### src/rtl/img_sram_pkg.sv
// +--------------------------------------------------------------------------+
// | img_sram_pkg                                                             |
// | Shared SRAM control struct, pixel/index widths and TX FSM state type.    |
// | Rev 1.0                                                                  |
// +--------------------------------------------------------------------------+
`default_nettype none

package img_sram_pkg;

    localparam int C_PIX_W  = 8;
    localparam int C_ADDR_W = 8;
    // One bit wider than the address so end-of-frame compares never wrap at 255
    localparam int C_IDX_W  = 9;
    localparam int C_CNT_W  = 3;

    typedef struct packed {
        logic                sense_en;
        logic                write_en;
        logic [C_ADDR_W-1:0] row;
        logic [C_ADDR_W-1:0] col;
        logic [C_PIX_W-1:0]  din;
    } img_sram_ctrl_t;

    typedef enum logic [1:0] {
        TX_IDLE  = 2'd0,
        TX_READ  = 2'd1,
        TX_DRAIN = 2'd2
    } tx_state_t;

endpackage

`default_nettype wire

### src/rtl/io_tx_fifo.sv
// +--------------------------------------------------------------------------+
// | io_tx_fifo                                                               |
// | Shift-style output buffer; entry 0 is the registered head.               |
// | Rev 1.0                                                                  |
// +--------------------------------------------------------------------------+
`default_nettype none

module io_tx_fifo
    import img_sram_pkg::*;
#(
    parameter int DEPTH = 2,
    parameter int WIDTH = 8
)
(
    input  logic               clk,
    input  logic               rstn,
    input  logic               push,
    input  logic               pop,
    input  logic [WIDTH-1:0]   din,
    output logic [WIDTH-1:0]   head,
    output logic [C_CNT_W-1:0] count
);

    logic [WIDTH-1:0]   r_mem [DEPTH];
    logic [C_CNT_W-1:0] r_count;
    logic [C_CNT_W-1:0] w_wr_idx;

    // On a simultaneous pop the entries shift down first, so the new word lands one slot lower
    assign w_wr_idx = pop ? (r_count - C_CNT_W'(1)) : r_count;

    always_ff @(posedge clk or negedge rstn) begin
        if (!rstn) begin
            for (int i = 0; i < DEPTH; i++) begin
                r_mem[i] <= '0;
            end
            r_count <= '0;
        end else begin
            if (pop) begin
                for (int i = 0; i < DEPTH - 1; i++) begin
                    r_mem[i] <= r_mem[i+1];
                end
            end
            if (push) begin
                for (int i = 0; i < DEPTH; i++) begin
                    if (w_wr_idx == C_CNT_W'(i)) begin
                        r_mem[i] <= din;
                    end
                end
            end
            r_count <= r_count + C_CNT_W'(push) - C_CNT_W'(pop);
        end
    end

    assign head  = r_mem[0];
    assign count = r_count;

endmodule

`default_nettype wire

### src/rtl/io_tx_controller.sv
// +--------------------------------------------------------------------------+
// | io_tx_controller                                                         |
// | Reads an nrows x ncols image from SRAM and streams it out with a         |
// | valid/ready handshake. Optional dout_last port via IO_TX_LAST_EN.        |
// | Rev 1.0                                                                  |
// +--------------------------------------------------------------------------+
`default_nettype none

module io_tx_controller
    import img_sram_pkg::*;
#(
    parameter int FIFO_DEPTH = 2
)
(
    input  logic               clk,
    input  logic               rstn,
    input  logic               en,
    input  logic [7:0]         nrows,
    input  logic [7:0]         ncols,
    input  logic [C_PIX_W-1:0] sram_dout,
    output img_sram_ctrl_t     sram_ctrl,
    output logic [C_PIX_W-1:0] dout,
    output logic               dout_valid,
    input  logic               dout_ready,
    output logic               busy,
    output logic               done
`ifdef IO_TX_LAST_EN
    ,
    output logic               dout_last
`endif
);

    localparam logic [1:0] C_ST_IDLE  = 2'(TX_IDLE);
    localparam logic [1:0] C_ST_READ  = 2'(TX_READ);
    localparam logic [1:0] C_ST_DRAIN = 2'(TX_DRAIN);

`ifdef IO_TX_LAST_EN
    localparam int C_FIFO_W = C_PIX_W + 1;
`else
    localparam int C_FIFO_W = C_PIX_W;
`endif

    logic [1:0]          r_state;
    logic [C_IDX_W-1:0]  r_row;
    logic [C_IDX_W-1:0]  r_col;
    logic [C_IDX_W-1:0]  r_nrows;
    logic [C_IDX_W-1:0]  r_ncols;
    logic                r_inflight;

    logic [C_CNT_W-1:0]  w_count;
    logic [C_FIFO_W-1:0] w_head;
    logic [C_FIFO_W-1:0] w_fifo_din;
    logic [3:0]          w_occ;
    logic                w_pop;
    logic                w_issue;
    logic                w_last_rd;
    logic                w_start;
    logic                w_done;

    assign w_pop     = dout_valid & dout_ready;
    // Occupancy counts the in-flight read, less any entry leaving this cycle
    assign w_occ     = {1'b0, w_count} + 4'(r_inflight) - 4'(w_pop);
    assign w_issue   = (r_state == C_ST_READ) && (w_occ < 4'(FIFO_DEPTH));
    assign w_last_rd = (r_row == r_nrows - C_IDX_W'(1)) && (r_col == r_ncols - C_IDX_W'(1));
    assign w_start   = (r_state == C_ST_IDLE) && en && (nrows != 8'd0) && (ncols != 8'd0);
    assign w_done    = (r_state == C_ST_DRAIN) && (w_count == '0) && !r_inflight;

    always_ff @(posedge clk or negedge rstn) begin
        if (!rstn) begin
            r_state    <= C_ST_IDLE;
            r_row      <= '0;
            r_col      <= '0;
            r_nrows    <= '0;
            r_ncols    <= '0;
            r_inflight <= 1'b0;
        end else begin
            r_inflight <= w_issue;
            case (r_state)
                C_ST_IDLE: begin
                    if (w_start) begin
                        r_state <= C_ST_READ;
                        r_nrows <= {1'b0, nrows};
                        r_ncols <= {1'b0, ncols};
                        r_row   <= '0;
                        r_col   <= '0;
                    end
                end
                C_ST_READ: begin
                    if (w_issue) begin
                        if (w_last_rd) begin
                            r_state <= C_ST_DRAIN;
                        end
                        if (r_col == r_ncols - C_IDX_W'(1)) begin
                            r_col <= '0;
                            r_row <= r_row + C_IDX_W'(1);
                        end else begin
                            r_col <= r_col + C_IDX_W'(1);
                        end
                    end
                end
                C_ST_DRAIN: begin
                    if (w_done) begin
                        r_state <= C_ST_IDLE;
                    end
                end
                default: r_state <= C_ST_IDLE;
            endcase
        end
    end

`ifdef IO_TX_LAST_EN
    logic r_inflight_last;

    always_ff @(posedge clk or negedge rstn) begin
        if (!rstn) begin
            r_inflight_last <= 1'b0;
        end else begin
            r_inflight_last <= w_issue & w_last_rd;
        end
    end

    assign w_fifo_din = {r_inflight_last, sram_dout};
    assign dout       = w_head[C_PIX_W-1:0];
    assign dout_last  = w_head[C_PIX_W] & dout_valid;
`else
    assign w_fifo_din = sram_dout;
    assign dout       = w_head;
`endif

    io_tx_fifo #(
        .DEPTH (FIFO_DEPTH),
        .WIDTH (C_FIFO_W)
    ) u_fifo (
        .clk   (clk),
        .rstn  (rstn),
        .push  (r_inflight),
        .pop   (w_pop),
        .din   (w_fifo_din),
        .head  (w_head),
        .count (w_count)
    );

    always_comb begin
        sram_ctrl          = '0;
        sram_ctrl.sense_en = 1'b1;
        sram_ctrl.write_en = 1'b0;
        sram_ctrl.row      = r_row[C_ADDR_W-1:0];
        sram_ctrl.col      = r_col[C_ADDR_W-1:0];
        sram_ctrl.din      = '0;
    end

    assign dout_valid = (w_count != '0);
    assign busy       = (r_state != C_ST_IDLE);
    assign done       = w_done;

endmodule

`default_nettype wire

### config.mk
export PLATFORM = sky130hd
export DESIGN_NAME = io_tx_controller
export DESIGN_NICKNAME = d
export VERILOG_FILES = /design/src/rtl/img_sram_pkg.sv /design/src/rtl/io_tx_fifo.sv /design/src/rtl/io_tx_controller.sv
export SDC_FILE = /design/constraint.sdc
export NUM_CORES = 1
export LEC_CHECK = 0
export CORE_MARGIN = 2
export CORE_UTILIZATION = 57
export DETAILED_ROUTE_END_ITERATION = 7
export PLACE_DENSITY = 0.86
export SLEW_MARGIN = 20
export SYNTH_ARGS = -nofsm -noshare
export SYNTH_HDL_FRONTEND = slang
export SYNTH_SLANG_ARGS = --single-unit
### constraint.sdc
create_clock -name clk -period 5.85 [get_ports clk]
set_input_delay 1.17 -clock clk [delete_from_list [all_inputs] [get_ports clk]]
set_output_delay 1.17 -clock clk [all_outputs]
set_load 0.005 [all_outputs]
# --- After elaboration in Yosys (flattened, before gate mapping) ---
# Cells that the tools add are included.
op_classes:
  muxes: 17
  n_eq_ne: 10
  n_reduce_logical: 21
  addsub: 9
  bitwise_logic: 1
  magnitude_cmp: 1
op_table:
  columns: ["cell", "count"]
  rows:
  - ["two-way mux 9 bit", 5]
  - ["one-hot mux 9 bit (2 select lines)", 2]
  - ["two-way mux 8 bit", 3]
  - ["adder 9 x 1 -> 9 bit, second input constant", 2]
  - ["== test 9 bit", 2]
  - ["subtractor 8 x 1 -> 9 bit, second input constant", 2]
  - ["two-way mux 16 bit", 1]
  - ["nonzero test 8 bit", 2]
  - ["two-way mux 2 bit", 4]
  - ["inequality test 2 bit, second input constant", 4]
  - ["AND reduction 4 bit", 2]
  - ["logical AND 1 bit", 7]
  - ["zero test 3 bit", 2]
  - ["one-hot mux 2 bit (3 select lines)", 1]
  - ["adder 3 x 1 -> 4 bit", 1]
  - ["less-than comparator 4 x 2 -> 1 bit, second input constant", 1]
  - ["AND reduction 2 bit", 2]
  - ["nonzero test 2 bit", 2]
  - ["subtractor 4 x 1 -> 4 bit", 1]
  - ["adder 3 x 1 -> 3 bit", 1]
  - ["== test 3 x 1 -> 1 bit, second input constant", 1]
  - ["two-way mux 3 bit", 1]
  - ["AND reduction 3 bit", 1]
  - ["nonzero test 3 bit", 1]
  - ["8 further kinds", 8]
word_totals:
  reg_bits: 56
  wordCells: 68

# --- Depth between registers and ports, before layout ---
depth:
  word_depth: 7
  ltp_mapped: 18

# --- Cells and area by module ---
# A second synthesis with hierarchy kept.
unflattened:
  cells_unflattened: 392
  area_unflattened_um2: 3662.3
modules_own_cells:
  columns: ["module", "area_per_inst_um2", "n_inst", "cells_each"]
  rows:
  - ["io_tx_controller", 2670.1, 1, 320]
  - ["io_tx_fifo", 992.2, 1, 72]

# --- Worst setup path after synthesis ---
# No wires, ideal clock.
synth_path:
  path_type: "input -> register"
  start: "in dout_ready"
  end: "reg r_row[2]"
  setup_ps: 78
  stages: 14
  setup_slack_ps: 2055
  t_arrival_ps: 3717
  cell_sequence: "nand2_1 -> inv_1 -> ha_1 -> inv_1 -> ha_1 -> inv_1 -> fa_1 -> xnor2_1 -> nand2b_1 -> nor4_1 -> clkbuf_1 -> o21ai_0 -> or3_1 -> a21oi_1"
synth_via:
  elab_chain_len: 6
synth_lines:
  columns: ["element", "line_no", "rtl"]
  rows:
  - ["start, declared", "io_tx_controller.sv:24", "input logic dout_ready,"]
  - ["AND 1 bit", "io_tx_controller.sv:60", "assign w_pop = dout_valid & dout_ready;"]
  - ["subtractor 4 x 1 -> 4 bit", "io_tx_controller.sv:62", "assign w_occ = {1'b0, w_count} + 4'(r_inflight) - 4'(w_pop);"]
  - ["via w_occ[2]", "io_tx_controller.sv:53", "logic [3:0] w_occ;"]
  - ["less-than comparator 4 x 2 -> 1 bit", "io_tx_controller.sv:63", "assign w_issue = (r_state == C_ST_READ) && (w_occ < 4'(FIFO_DEPTH));"]
  - ["logical AND 1 bit", "io_tx_controller.sv:63", null]
  - ["via w_issue", "io_tx_controller.sv:55", "logic w_issue;"]
  - ["inequality test 2 bit (no line)", null, null]
  - ["AND reduction 4 bit (no line)", null, null]
  - ["end signal, assigned", "io_tx_controller.sv:95", "r_row <= r_row + C_IDX_W'(1);"]
  - ["end, declared", "io_tx_controller.sv:44", "logic [C_IDX_W-1:0] r_row;"]
# The timed path passes the listed nets, and every way through them passes these cells.
# A chain may end at the register's enable or synchronous reset.

# --- Final worst setup path ---
layout_path:
  start: "in dout_ready"
  end: "reg r_row[7]"
layout_via:
  elab_chain_len: 6
layout_lines:
  columns: ["element", "line_no"]
  rows:
  - ["AND 1 bit", "io_tx_controller.sv:60"]
  - ["subtractor 4 x 1 -> 4 bit", "io_tx_controller.sv:62"]
  - ["via w_occ[2]", "io_tx_controller.sv:53"]
  - ["less-than comparator 4 x 2 -> 1 bit", "io_tx_controller.sv:63"]
  - ["logical AND 1 bit", "io_tx_controller.sv:63"]
  - ["inequality test 2 bit (no line)", null]
  - ["AND reduction 4 bit (no line)", null]
# The timed path passes the listed nets, and every way through them passes these cells.

==> flow_summary_export.csv <==
group,metric,value,unit
route,drt-total-wl,7.203,mm
sta,grt_setup_unrepaired,"false",
critical_path,r2r_start,"u_fifo.count[1]$_DFF_PN0_",
floorplanning,fp.dieW,82.62,um
synthesis,synth_ff_type,"dfrtp_1",
power_and_ir_drop,power_density,342.6,nW/um2
cells_and_area,n_fill_cell,453,
clock_network,htreeDepth,2,
synthesis,synth_edf_count,0,
synthesis,yosys_warnings,0,
global_routing,grt_pass1_wl,11.78,mm
route,viasPerCell,5.789,
synthesis,synth_cell_types,52,
sta,fin_tns_setup,0,ps
global_routing,grt_use_total,22.21,%
cells_and_area,layout-drive-gt1-share,10.75,%
placed_design,gp_congestion,0.8170,
sta,slew_headroom,32.53,%
sta,drv_slew,0,
sta,min_period,4603,ps
outcome,status,"finished, final reports clean",
route,route.detailed.drc,0,
worst_hold_path,min_path_type,"flop to flop",
cells_and_area,n_antenna_cell,0,
floorplanning,rows,28,
critical_path,critical_path_arrival,4840,ps
critical_path,cp-start-kind,"primary input",
critical_path,cp.required,6090,ps
power_and_ir_drop,fin_total_pwr,0.001368,W
floorplanning,die_y,82.62,um
sta,finalClockSkew,9.654,ps
cells_and_area,layout_commonest_cell,"dfrtp_1",
global_routing,grt_max_degree,57,
cells_and_area,regArea,1401,um2
sta,period_share,78.68,%
critical_path,regToRegEndpoint,"r_row[7]$_DFFE_PN0P_",
synthesis,synth-seq-cells,56,
placed_design,dpl-instance-area,3897,um2
clock_network,post_cts_buffers,0,
worst_hold_path,worst_hold_path.num_cells,1,
cells_and_area,design_area,3993,um2
placed_design,hpwl,5.377,mm
cells_and_area,layout_common_cells,"dfrtp_1 (56), nand2_1 (53), clkdlybuf4s50_1 (53)",
placed_design,pre_cts_ws,931.7,ps
clock_network,cts_sinks,56,
route,dr_total_vias,2750,
critical_path,rrSetupSlack,1610,ps
placed_design,portBuffers,54,
critical_path,critPathMaxFanout,16,
global_routing,grt_pass1_vias,2652,
power_and_ir_drop,ir_worst_vdd,0.2305,mV
cells_and_area,nNetsFinal,438,
clock_network,worstSkewPairLatency,320,ps
critical_path,crit_type,"primary input to flop",
route,drt-wirelength-per-cell,15.16,um
clock_network,cts.reportedPaths.clkPinSlew,110,ps
clock_network,cts_tree,"done",
sta,setup_viol,0,
critical_path,startpoint,"dout_ready",
synthesis,synthCells,375,
worst_hold_path,worstHoldStart,"u_fifo.r_mem[4]$_DFFE_PN0P_",
synthesis,yosysSeqAreaShare,39.77,%
clock_network,cts_hold_buf,0,
route,antenna_left,0,
sta,hold_viol_final,0,
global_routing,antenna_found_initial,0,
sta,worst_slack,1247,ps
synthesis,syn-cell-area,3523,um2
floorplanning,boundaryPins,65,
sta,tightest_slew,1012,ps
cells_and_area,multi_input_area,1773,um2
sta,fmax,217.3,MHz
synthesis,syn_area_per_cell,9.396,um2
route,drt-pass1-iter-count,4,
clock_network,cts_buffer_depth,2,
critical_path,rr_worst_depth,18,
clock_network,ctsResizeCount,0,
job,max_cap_violations,0,
clock_network,cts_made_buffers,5,
route,drt_iter0_markers,218,
floorplanning,dieArea,6826,um2
clock_network,cts_root_buffer,"clkbuf_8",
floorplanning,fp.coreArea,5956,um2
cells_and_area,syn2layout_area_growth,13.32,%
synthesis,synthArstFlopShare,100.0,%
power_and_ir_drop,p_leak,1.832,nW
floorplanning,initial_core_util,59.16,%
global_routing,overflow,0,
critical_path,crit_path_end_kind,"flop",
sta,hold_ws,517.5,ps
worst_hold_path,hold_end,"u_fifo.r_mem[4]$_DFFE_PN0P_",
-- stage by stage --
stage | instances | utilization (%)
after floorplan | 383 | -
after global placement | 467 | 65.44
after detailed placement | 467 | 65.44
after CTS | 475 | 67.04
after global routing | 475 | 67.04
final | 475 | 67.04
-- synthesized netlist by cell type (7+ instances only) --
cell type,count,area share [%]
inv_1,19,2.0
dfrtp_1,56,40
or4_1,7,1.5
clkbuf_1,13,1.4
xor2_1,10,2.5
nor4_1,7,1.2
a21oi_1,10,1.4
nor2_1,11,1.2
nand3_1,21,3.0
o31ai_1,7,1.5
mux2_2,25,8.0
ha_1,10,3.6
xnor2_1,11,2.7
o21ai_0,12,1.7
nand2_1,53,5.6
and3_1,7,1.2
buf_4,34,7.2
-- area by class of cell --
class / count / share of cell area [%]
clock buffers: 5 / 1.724
clock inverters: 3 / 0.6581
inverters: 19 / 1.786
multi-input cells: 260 / 44.41
flip-flops and latches: 56 / 35.10
well taps: 75 / 2.350
repair buffers: 57 / 13.98
-- critical path, cell delays in order --
cell and delay (ps):
clkdlybuf4s50_1 420, nand2_1 340, inv_1 90, ha_1 300, inv_1 80, ha_1 170, inv_1 60, fa_1 370
xnor2_1 160, nand2b_1 160, nor4_1 170, buf_4 210, nor2_1 170, buf_4 310, or4_1 480, a21oi_1 160
-- routing by layer --
metal	GRT usage (%)	vias up	wire, um
met5	0	-	0
met4	7.213	0	115
met3	3.043	9	335
met2	38.87	85	3566
met1	28.39	1331	3186
li1	-	1325	-
-- sequential cells by signal, summed over array words and instances, names as in the netlist --
signal / count
u_fifo.count: 3
r_inflight: 1
r_ncols: 8
r_state: 2
r_row: 9
r_col: 9
u_fifo.r_mem: 8
u_fifo.head: 8
r_nrows: 8
-- cell families (layout without fill, tap and decap cells) --
kind of cell / after synthesis / count (layout) / share of synthesized area (%)
AND/OR/NAND/NOR: 136 / 136 / 20.03
other: 2 / 10 / 0.2131
adder cells (fa/ha/maj): 11 / 11 / 4.119
AO/OA/AOI/OAI: 53 / 53 / 10.41
multiplexers: 28 / 28 / 8.842
XOR/XNOR: 22 / 22 / 5.859
buffers and inverters: 67 / 84 / 10.76
flip-flops: 56 / 56 / 39.77
-- worst max path at each step --
stage	to	slack, ps	depth (start not counted)
detailed placement	r_row[7]$_DFFE_PN0P_	930	16
finish	r_row[7]$_DFFE_PN0P_	1250	16
floorplan	r_row[2]$_DFFE_PN0P_	2060	14
global route	r_row[7]$_DFFE_PN0P_	960	16
global placement	r_row[4]$_DFFE_PN0P_	1130	16
CTS	r_row[7]$_DFFE_PN0P_	1260	16
-- power by group --
group	leakage [nW]	total [W]	internal, W	switching [W]
clock network	0.0491	0.000226	0.0000885	0.000138
registers	0.719	0.000535	0.000466	0.0000691
logic	1.06	0.000606	0.000303	0.000303
total	1.83	0.00137	0.000858	0.000510
No activity file was read; power rests on OpenSTA's default activity.
==> variant: new RTL, same flow settings <==
The option `IO_TX_LAST_EN` is turned on by a define.
--- a/src/rtl/io_tx_controller.sv
+++ b/src/rtl/io_tx_controller.sv
@@ -6,4 +6,6 @@
 // +--------------------------------------------------------------------------+
 `default_nettype none
+
+`define IO_TX_LAST_EN
 
 module io_tx_controller
Formal check against the unedited RTL (old outputs only; new: dout_last): equivalent (Yosys induction, for registers that start in step).
==> variant against the unedited design <==
  * Highest routed layer unchanged
  * Area after synthesis is 9.7% higher
  * Clock skew is 0.73 ps lower
  * Non-clock buffer count stayed put
  * Sequential power is 25% higher
  * Wire length is 15% higher
  * Count of clock-buffer cells in the layout is 4 higher
  * Setup slack better by 310 ps
  * Worst hold slack worse by 30 ps
  * Via count is 12% higher
  * Sequential cell count is 3 higher
  * Power is 48% higher
  * Cell count is 8.6% higher
  * Critical path depth is 1 lower
  * Cell area is 11% higher
==> variant: results (changes against the unedited design) <==
metric,value,unit,change
run_status,"complete, no violations",,
critical_path.top_delay_family,buffers and inverters,,
wl_per_cell,16.10,um,+6.2%
cp_slowest_stage_delay,530,ps,+50 ps
worstHoldEndpoint,u_fifo.r_mem[8],,
reg2reg_slack,1890,ps,+280 ps
placed_area,4227,um2,+8.4%
num-nets-final,470,,+7.3%
vias_per_cell,5.992,,+3.5%
met1_length,3.432,mm,+7.7%
hold_ws,487.3,ps,-30.15 ps
fin_worst_skew,8.920,ps,-0.7339 ps
grt_use_total,23.41,%,+1.2 points
p_leak,1.950,nW,+6.4%
min_path_cells,1,,unchanged
firstDrtPassIters,5,,+1
cp_max_fo,22,,+6
place_inst,500,,+7.1%
path_clk_slew,70,ps,-40 ps
slowest_stage,clkdlybuf4s50_1,,
dp_hpwl,5.957,mm,+11%
peakVddDrop,0.2700,mV,+17%
drt-initial-drc-count,249,,+14%
synth_common_cells,"dfrtp_1 (59), nand2_1 (52), buf_4 (35)",,
clock_latency,350,ps,+30 ps
max_slew.worst_pin.slew,951.6,ps,-60.45 ps
grt_pass1_wl,13.69,mm,+16%
ys_top_cells_by_area,"dfrtp_1 (38%), mux2_2 (7.0%), buf_4 (6.8%)",,
nFillCells,553,,+22%
grt_pass1_vias,2923,,+10%
numCtsBuffers,9,,+4
globalplace.congestion,0.8654,,+5.9%
htree_levels,3,,+1
yosysUniqueCellTypes,70,,+35%
use_met1,29.78,%,+1.4 points
syn_avg_cell_area,9.564,um2,+1.8%
ys_seq_area_share,38.21,%,-1.6 points
met3WireLength,576,um,+72%
dp_slack,1291,ps,+358.9 ps
routed_wl,8.310,mm,+15%
setup_ws,1553,ps,+305.4 ps
reg2reg_depth,17,,-1
wl_met2,4.104,mm,+15%
-- variant: logic make-up (layout without fill, tap and decap cells) --
group | after synthesis | in the layout | synth area share, %
mux | 30 | 30 | 8.646
flops | 59 | 59 | 38.21
compound gates | 69 | 69 | 14.25
fa+ha+maj | 11 | 11 | 3.756
other cells | 2 | 10 | 0.1944
xor+xnor | 17 | 17 | 4.048
buf+inv | 68 | 92 | 10.33
simple gates | 148 | 148 | 20.56
-- variant: layout make-up --
cell class,instances,area [um2],area share [%]
clock buffer,9,123.9,2.783
tap,80,100.1,2.249
multi-input combinational,285,2018,45.35
clock inverter,7,100.1,2.249
inverter,19,71.32,1.602
sequential,59,1476,33.17
timing repair buffer,57,560.5,12.59
-- variant: report_power, final --
part	total, W	leakage [nW]	internal, W	switching [W]
combinational	0.000925	1.07	0.000421	0.000505
sequential	0.000671	0.766	0.000528	0.000143
clock	0.000426	0.114	0.000243	0.000183
total	0.00202	1.95	0.00119	0.000830
